`config.mk`:
```
export PLATFORM = sky130hd
export DESIGN_NAME = cache_arbiter
export DESIGN_NICKNAME = d
export VERILOG_FILES = /design/src/rtl/cache_arbiter.sv
export SDC_FILE = /design/constraint.sdc
export NUM_CORES = 1
export LEC_CHECK = 0
export ABC_AREA = 0
export CAP_MARGIN = 20
export CORE_AREA = 10 10 266 268
export CTS_CLUSTER_SIZE = 14
export DETAILED_ROUTE_END_ITERATION = 8
export DIE_AREA = 0 0 276 278
export GPL_TIMING_DRIVEN = 0
export PLACE_DENSITY_LB_ADDON = 0.3
export SLEW_MARGIN = 10
export SYNTH_ARGS = -nofsm -noshare
export SYNTH_HDL_FRONTEND = slang
export SYNTH_SLANG_ARGS = --single-unit
```
`constraint.sdc`:
```
create_clock -name clk -period 5.6 [get_ports clk]
set_input_delay 1.12 -clock clk [delete_from_list [all_inputs] [get_ports clk]]
set_output_delay 1.12 -clock clk [all_outputs]
set_load 0.01 [all_outputs]
```
`src/rtl/cache_arbiter.sv`:
```
// Two-port (I-cache / D-cache) arbiter onto a single physical-memory port.
// Round-robin grant on contention; one transfer in flight at a time.
module cache_arbiter #(
    parameter int ADDR_WIDTH = 16,
    parameter int LINE_WIDTH = 128
) (
    input  logic                  clk,
    input  logic                  rst_n,
    input  logic                  i_read,
    input  logic [ADDR_WIDTH-1:0] i_address,
    output logic [LINE_WIDTH-1:0] i_rdata,
    output logic                  i_resp,
    input  logic                  d_read,
    input  logic                  d_write,
    input  logic [ADDR_WIDTH-1:0] d_address,
    input  logic [LINE_WIDTH-1:0] d_wdata,
    output logic [LINE_WIDTH-1:0] d_rdata,
    output logic                  d_resp,
    output logic                  pmem_read,
    output logic                  pmem_write,
    output logic [ADDR_WIDTH-1:0] pmem_address,
    output logic [LINE_WIDTH-1:0] pmem_wdata,
    input  logic [LINE_WIDTH-1:0] pmem_rdata,
    input  logic                  pmem_resp,
    output logic [1:0]            fsm_state
);

    // Handshake: requests are levels held until the matching one-cycle resp;
    // pmem strobes are levels held until the one-cycle pmem_resp.

    typedef enum logic [1:0] {
        IDLE    = 2'd0,
        SERVE_I = 2'd1,
        SERVE_D = 2'd2,
        DONE    = 2'd3
    } state_t;

    localparam logic GRANT_I = 1'b0;
    localparam logic GRANT_D = 1'b1;

    state_t                state, state_next;
    logic                  last_grant, last_grant_next;
    logic                  op_write, op_write_next;
    logic [ADDR_WIDTH-1:0] addr_q, addr_next;
    logic [LINE_WIDTH-1:0] wdata_q, wdata_next;
    logic [LINE_WIDTH-1:0] i_line_q, d_line_q;
    logic                  i_req, d_req, in_serve;

    assign i_req = i_read;
    assign d_req = d_read | d_write;

    always_ff @(posedge clk or negedge rst_n) begin
        if (!rst_n) begin
            state      <= IDLE;
            last_grant <= GRANT_I;
            op_write   <= 1'b0;
            addr_q     <= '0;
            wdata_q    <= '0;
            i_line_q   <= '0;
            d_line_q   <= '0;
        end else begin
            state      <= state_next;
            last_grant <= last_grant_next;
            op_write   <= op_write_next;
            addr_q     <= addr_next;
            wdata_q    <= wdata_next;
            if (i_resp) i_line_q <= pmem_rdata;
            if (d_resp) d_line_q <= pmem_rdata;
        end
    end

    always_comb begin
        state_next      = state;
        last_grant_next = last_grant;
        op_write_next   = op_write;
        addr_next       = addr_q;
        wdata_next      = wdata_q;
        case (state)
            IDLE: begin
                // On contention the port that did not win last time goes first.
                if (i_req && (!d_req || last_grant == GRANT_D)) begin
                    state_next      = SERVE_I;
                    last_grant_next = GRANT_I;
                    op_write_next   = 1'b0;
                    addr_next       = i_address;
                    wdata_next      = '0;
                end else if (d_req) begin
                    state_next      = SERVE_D;
                    last_grant_next = GRANT_D;
                    op_write_next   = d_write;
                    addr_next       = d_address;
                    wdata_next      = d_wdata;
                end
            end
            SERVE_I, SERVE_D: begin
                if (pmem_resp) state_next = DONE;
            end
            DONE:    state_next = IDLE;
            default: state_next = IDLE;
        endcase
    end

    assign in_serve     = (state == SERVE_I) || (state == SERVE_D);
    assign pmem_read    = in_serve && !op_write;
    assign pmem_write   = in_serve && op_write;
    assign pmem_address = addr_q;
    assign pmem_wdata   = wdata_q;

    assign i_resp  = (state == SERVE_I) && pmem_resp;
    assign d_resp  = (state == SERVE_D) && pmem_resp;
    // Returned line is visible in the resp cycle itself, then held.
    assign i_rdata = i_resp ? pmem_rdata : i_line_q;
    assign d_rdata = d_resp ? pmem_rdata : d_line_q;

    assign fsm_state = state;

endmodule

```
==> flow_summary.json, run 1 <==
{
  "portBuffers": 699,
  "crit_end": "i_rdata[13]",
  "setup_viol": 0,
  "maxCapViolations": 0,
  "n_antenna_cell": 0,
  "drc": 0,
  "finalClockSkew_ns": 0.0129,
  "use_met3_pct": 6.17,
  "final_core_util_pct": 37.9,
  "postCtsSetupBuffers": 0,
  "hold_path.class": "register to register",
  "leakage_nw": 10.4,
  "drv_slew": 0,
  "drt_wl_total_um": 59300,
  "routedWlPerCell_um": 22.8,
  "crit_fanout": 10,
  "hold_viol_final": 0,
  "cts_root_buffer": "clkbuf_16",
  "clock_sinks": 404,
  "busiest_layer": "met2",
  "crit_required_ns": 4.48,
  "swShare_pct": 32.7,
  "yosysSeqAreaShare_pct": 67.5,
  "critPathCaptureType": "output port",
  "ios": 700,
  "cts_tree": "built",
  "grt_max_degree": 108,
  "r2r_slack_ns": 2.98,
  "peakVddDrop_v": 0.000258,
  "dp_hpwl_um": 46300,
  "tightestPinTransition_ns": 0.910,
  "pwr-share-seq_pct": 31.0,
  "synth_cell_types": 23,
  "via_per_inst": 4.26,
  "dieArea_mm2": 0.0767,
  "post-place-cells": 2511,
  "postRouteAntennaNets": 0,
  "drive_gt1_share_pct": 23.2,
  "worstReg2RegStart": "fsm_state[1]",
  "vias": 11059,
  "cts_max_level": 2,
  "firstDrtPassIters": 4,
  "clk_latency_ns": 0.57,
  "cp.arrival_ns": 4.00,
  "numCtsBuffers": 48,
  "totalNegativeSetupSlack_ns": 0,
  "chipWidth_um": 276,
  "clockBufferDepth": 3,
  "power_frac_clock_pct": 20.0,
  "switchingPower_mw": 5.08,
  "die_h_um": 278,
  "use_met2_pct": 27.1,
  "syn_avg_cell_area_um2": 15.9,
  "clk_pin_slew_ns": 0.06,
  "netlist_area_mm2": 0.0150,
  "period_needed_ns": 5.12,
  "drt_iter0_drc": 373,
  "fin_crit_sh_pct": 91.5,
  "nets": 1995,
  "ys_warn_count": 0,
  "relSlewSlack_pct": 39.3,
  "synthCells": 944,
  "area_delta_synth_final_pct": 65.3,
  "overflow": 0,
  "cp-start-kind": "primary input",
  "post_cts_resized": 0,
  "syn_nets": 1242,
  "criticalPathCategory": "primary input to output port",
  "core_mm2": 0.0654,
  "r2r_end": "i_line_q[12]",
  "routabilityCongestion": 0.811,
  "instances_no_fill": 2596,
  "antenna_found_initial": 2,
  "powerDensity_mw_per_mm2": 626,
  "grtUsageTotal_pct": 14.9,
  "grt_setup_unrepaired": "no",
  "ff2ff_path_depth": 6,
  "rows": 94,
  "p_int_mw": 10.4,
  "grt_pass1_vias": 12543,
  "startpoint": "pmem_resp",
  "initial_utilization_pct": 22.9,
  "hold_buffers": 0,
  "grt_use_met1_pct": 15.4,
  "pwr-share-comb_pct": 48.9,
  "synth_seq_cells": 404,
  "fmax_ghz": 0.195,
  "nFillCells": 6232,
  "outcome": "complete, no violations",
  "grt_first_pass_wirelength_um": 87600
}
-- worst min-delay path by stage --
stage	from	to	cells after the start
2_1_floorplan	last_grant	last_grant	1
3_3_place_gp	i_line_q[119]	i_line_q[119]	1
3_5_place_dp	i_line_q[13]	i_line_q[13]	1
4_1_cts	i_line_q[57]	i_line_q[57]	1
5_1_grt	i_line_q[93]	i_line_q[93]	1
6_report	d_line_q[97]	d_line_q[97]	1
-- synth_stat cells, drive strengths merged --
cell type | number | area share, %
dfrtp | 404 | 67
mux2 | 257 | 19
a22o | 129 | 7.5
buf | 57 | 2.1
a21oi | 18 | 0.63
a31oi | 18 | 0.75
nor2 | 17 | 0.43
o21ai | 16 | 0.53
clkbuf | 7 | 0.18
ha | 4 | 0.33
inv | 4 | 0.10
nor2b | 3 | 0.13
and2 | 2 | 0.083
a21o | 1 | 0.050
mux2i | 1 | 0.067
nand2 | 1 | 0.025
nor3 | 1 | 0.033
o21ba | 1 | 0.067
o21bai | 1 | 0.075
o31a | 1 | 0.058
o31ai | 1 | 0.083
-- kinds of logic after synthesis --
kind of cell               share of synthesized area, %
DFF                                                67.5
muxes                                              19.4
AOI/OAI and AO/OA                                  9.78
buffers and inverters                              2.36
and+or+nand+nor                                   0.693
adders and majority gates                         0.334
-- through the flow --
step	hold slack, ns	area (µm²)	setup WS [ns]	power, mW
after detailed placement	0.482	23200	0.306	12.6
after floorplan	0.454	15000	2.38	8.01
after CTS	0.495	24800	0.308	15.8
after global routing	0.502	24800	0.308	16.4
final	0.491	24800	0.477	15.5
after global placement	0.478	23100	-14.59	12.5
-- sequential cells by signal, summed over array words and instances (netlist names) --
signal        flops
d_line_q        128
i_line_q        128
pmem_wdata      128
pmem_address     16
fsm_state         2
last_grant        1
op_write          1
-- cells in the final DEF (no fill, tap or decap), types with 15 or more instances in the layout --
| cell type | instances |
|---|---|
| buf_2 | 46 |
| dfrtp_1 | 404 |
| a21oi_1 | 17 |
| clkbuf_16 | 49 |
| a22o_1 | 129 |
| nor2_1 | 17 |
| mux2_2 | 257 |
| clkbuf_8 | 15 |
| a31oi_1 | 18 |
| o21ai_0 | 16 |
| clkdlybuf4s50_1 | 698 |
-- per-layer routing --
metal / up-vias / routed length, µm
li1: 4943 / -
met1: 5543 / 21600
met2: 488 / 30900
met3: 81 / 5360
met4: 4 / 1500
met5: - / 32
-- area by class of cell --
| type | instances | area (µm²) | area share (%) |
|---|---|---|---|
| plain buffers | 64 | 339 | 1.37 |
| clock buffers | 70 | 1460 | 5.87 |
| clock inverters | 15 | 134 | 0.540 |
| inverters | 4 | 15.0 | 0.0606 |
| multi-input cells | 472 | 4520 | 18.3 |
| flip-flops and latches | 404 | 10100 | 40.8 |
| well taps | 864 | 1080 | 4.36 |
| repair buffers | 703 | 7110 | 28.7 |
-- critical path: stages --
cell	delay [ns]
clkdlybuf4s50_1	0.47
nand2_1	0.13
clkbuf_1	0.69
buf_2	0.62
mux2_2	0.41
clkdlybuf4s50_1	0.55
-- power groups by stage --
stage	combinational (mW)	clock (mW)	sequential, mW
2_1_floorplan	3.06	0	4.94
3_3_place_gp	7.64	0	4.87
3_5_place_dp	7.74	0	4.85
4_1_cts	7.77	3.23	4.83
5_1_grt	8.11	3.34	4.96
6_report	7.59	3.11	4.82
(Power assumes the default switching activity.)
==> run 2: changes to the inputs <==
--- a/config.mk
+++ b/config.mk
@@ -8,11 +8,10 @@
 export ABC_AREA = 0
 export CAP_MARGIN = 20
 export CORE_AREA = 10 10 266 268
-export CTS_CLUSTER_SIZE = 14
+export CTS_CLUSTER_SIZE = 8
 export DETAILED_ROUTE_END_ITERATION = 8
 export DIE_AREA = 0 0 276 278
 export GPL_TIMING_DRIVEN = 0
-export PLACE_DENSITY_LB_ADDON = 0.3
 export SLEW_MARGIN = 10
 export SYNTH_ARGS = -nofsm -noshare
 export SYNTH_HDL_FRONTEND = slang
==> run 2 against run 1 <==
Against the previous run: worst setup slack better by 0.11 ns; non-clock buffer count is 1 lower; power shrank 1.1%; final area decreased by 0.67%; sequential share of layout area grew 0.28 points; largest power group unchanged; first-iteration DRC count rose by 12%; fmax increased by 2.3%; critical path depth unchanged.
==> flow_summary.json, run 2 (synthesis results as in run 1) <==
{
  "outcome": "complete, no violations",
  "p_int_mw": 10.3,
  "postCtsSetupBuffers": 0,
  "crit_required_ns": 4.48,
  "cp.arrival_ns": 3.89,
  "chipWidth_um": 276,
  "clk_latency_ns": 0.58,
  "drv_slew": 0,
  "drc": 0,
  "numCtsBuffers": 56,
  "overflow": 0,
  "grt_use_met1_pct": 15.7,
  "portBuffers": 699,
  "busiest_layer": "met2",
  "clock_sinks": 404,
  "grt_max_degree": 108,
  "power_frac_clock_pct": 19.3,
  "use_met3_pct": 5.93,
  "die_h_um": 278,
  "swShare_pct": 32.6,
  "postPlaceCellArea_mm2": 0.0232,
  "use_met2_pct": 25.7,
  "switchingPower_mw": 5.00,
  "initial_utilization_pct": 22.9,
  "setup_viol": 0,
  "firstDrtPassIters": 4,
  "nets": 2002,
  "critPathCaptureType": "output port",
  "post_cts_resized": 0,
  "dp_hpwl_um": 45500,
  "pwr-share-seq_pct": 31.5,
  "instances_no_fill": 2571,
  "finalInstanceArea_mm2": 0.0246,
  "powerDensity_mw_per_mm2": 623,
  "drt_iter0_drc": 416,
  "dieArea_mm2": 0.0767,
  "tightestPinTransition_ns": 0.847,
  "grt_first_pass_wirelength_um": 86100,
  "cp-start-kind": "primary input",
  "drive_gt1_share_pct": 22.3,
  "area_delta_synth_final_pct": 64.2,
  "rows": 94,
  "final_common_cell": "clkdlybuf4s50_1",
  "vias": 11130,
  "maxCapViolations": 0,
  "grt_pass1_vias": 12654,
  "fmax_ghz": 0.200,
  "antenna_found_initial": 1,
  "clockBufferDepth": 3,
  "crit_fanout": 10,
  "totalNegativeSetupSlack_ns": 0,
  "hold_buffers": 0,
  "hold_viol_final": 0,
  "clk_pin_slew_ns": 0.05,
  "routabilityCongestion": 0.804,
  "ios": 700,
  "criticalPathCategory": "primary input to output port",
  "grt_setup_unrepaired": "no",
  "drt_wl_total_um": 58100,
  "pwr-share-comb_pct": 49.2,
  "cts_root_buffer": "clkbuf_16",
  "peakVddDrop_v": 0.000298,
  "fin_crit_sh_pct": 89.5,
  "finalClockSkew_ns": 0.0172,
  "via_per_inst": 4.33,
  "relSlewSlack_pct": 43.5,
  "routedWlPerCell_um": 22.6,
  "p_total_mw": 15.3,
  "grtUsageTotal_pct": 14.5,
  "leakage_nw": 10.3,
  "final_cell_mix": "698 x clkdlybuf4s50_1, 404 x dfrtp_1, 257 x mux2_2",
  "post-place-cells": 2510,
  "holdWs_ns": 0.490,
  "cts_tree": "built",
  "period_needed_ns": 5.01,
  "cts_max_level": 2,
  "hold_path.class": "register to register",
  "postRouteAntennaNets": 0,
  "core_mm2": 0.0654
}
-- run 2: cell count changes in the layout (fill, tap and decap cells not counted) --
cell	previous run	this run
buf_16	4	3
bufinv_16	2	0
clkbuf_1	13	9
clkbuf_16	49	57
clkbuf_8	15	1
clkinv_2	10	0
clkinvlp_4	2	0
diode_2	0	1
inv_6	1	0
-- run 2: cell type report --
type	count	area, µm²
Antenna cell	1	2.50
Buffer	64	339
Clock buffer	60	1450
Fill cell	6238	40800
Inverter	4	15.0
Multi-Input combinational cell	472	4520
Sequential cell	404	10100
Tap cell	864	1080
Timing Repair Buffer	702	7080
-- run 2: per-layer routing --
metal	share of wire, %	wire length [µm]
met3	8.8	5090
met5	0	0
met2	51	29700
met1	37	21800
met4	2.6	1500
-- run 2: metrics by stage --
| stage | setup slack [ns] | util, % |
|---|---|---|
| 2_1_floorplan | 2.38 | - |
| 3_3_place_gp | -14.28 | 35.3 |
| 3_5_place_dp | 0.317 | 35.4 |
| 4_1_cts | 0.308 | 37.6 |
| 5_1_grt | 0.334 | 37.6 |
| 6_report | 0.590 | 37.6 |
-- run 2: worst max-delay path: stages --
cell             delay [ns]
clkdlybuf4s50_1        0.49
nand2_1                0.13
clkbuf_1               0.64
buf_2                  0.52
mux2_2                 0.41
clkdlybuf4s50_1        0.57
-- run 2: path summary, 6_finish.rpt --
kind	to	cells after the start	start	slack, ns
hold reg to reg	i_line_q[88]	1	i_line_q[88]	0.49
max in group asynchronous	pmem_wdata[108]	3	rst_n	3.45
setup reg to reg	i_line_q[15]	6	fsm_state[1]	3.10
setup / recovery	i_rdata[10]	6	pmem_resp	0.59
hold / removal	i_line_q[88]	1	i_line_q[88]	0.49
min in group asynchronous	d_line_q[90]	1	rst_n	0.59
-- run 2: power groups by stage --
stage / Sequential [mW] / Combinational [mW] / Clock (mW)
finish: 4.83 / 7.55 / 2.96
global route: 4.97 / 8.05 / 3.18
global placement: 4.86 / 7.60 / 0
detailed placement: 4.85 / 7.69 / 0
CTS: 4.84 / 7.72 / 3.06
floorplan: 4.94 / 3.06 / 0
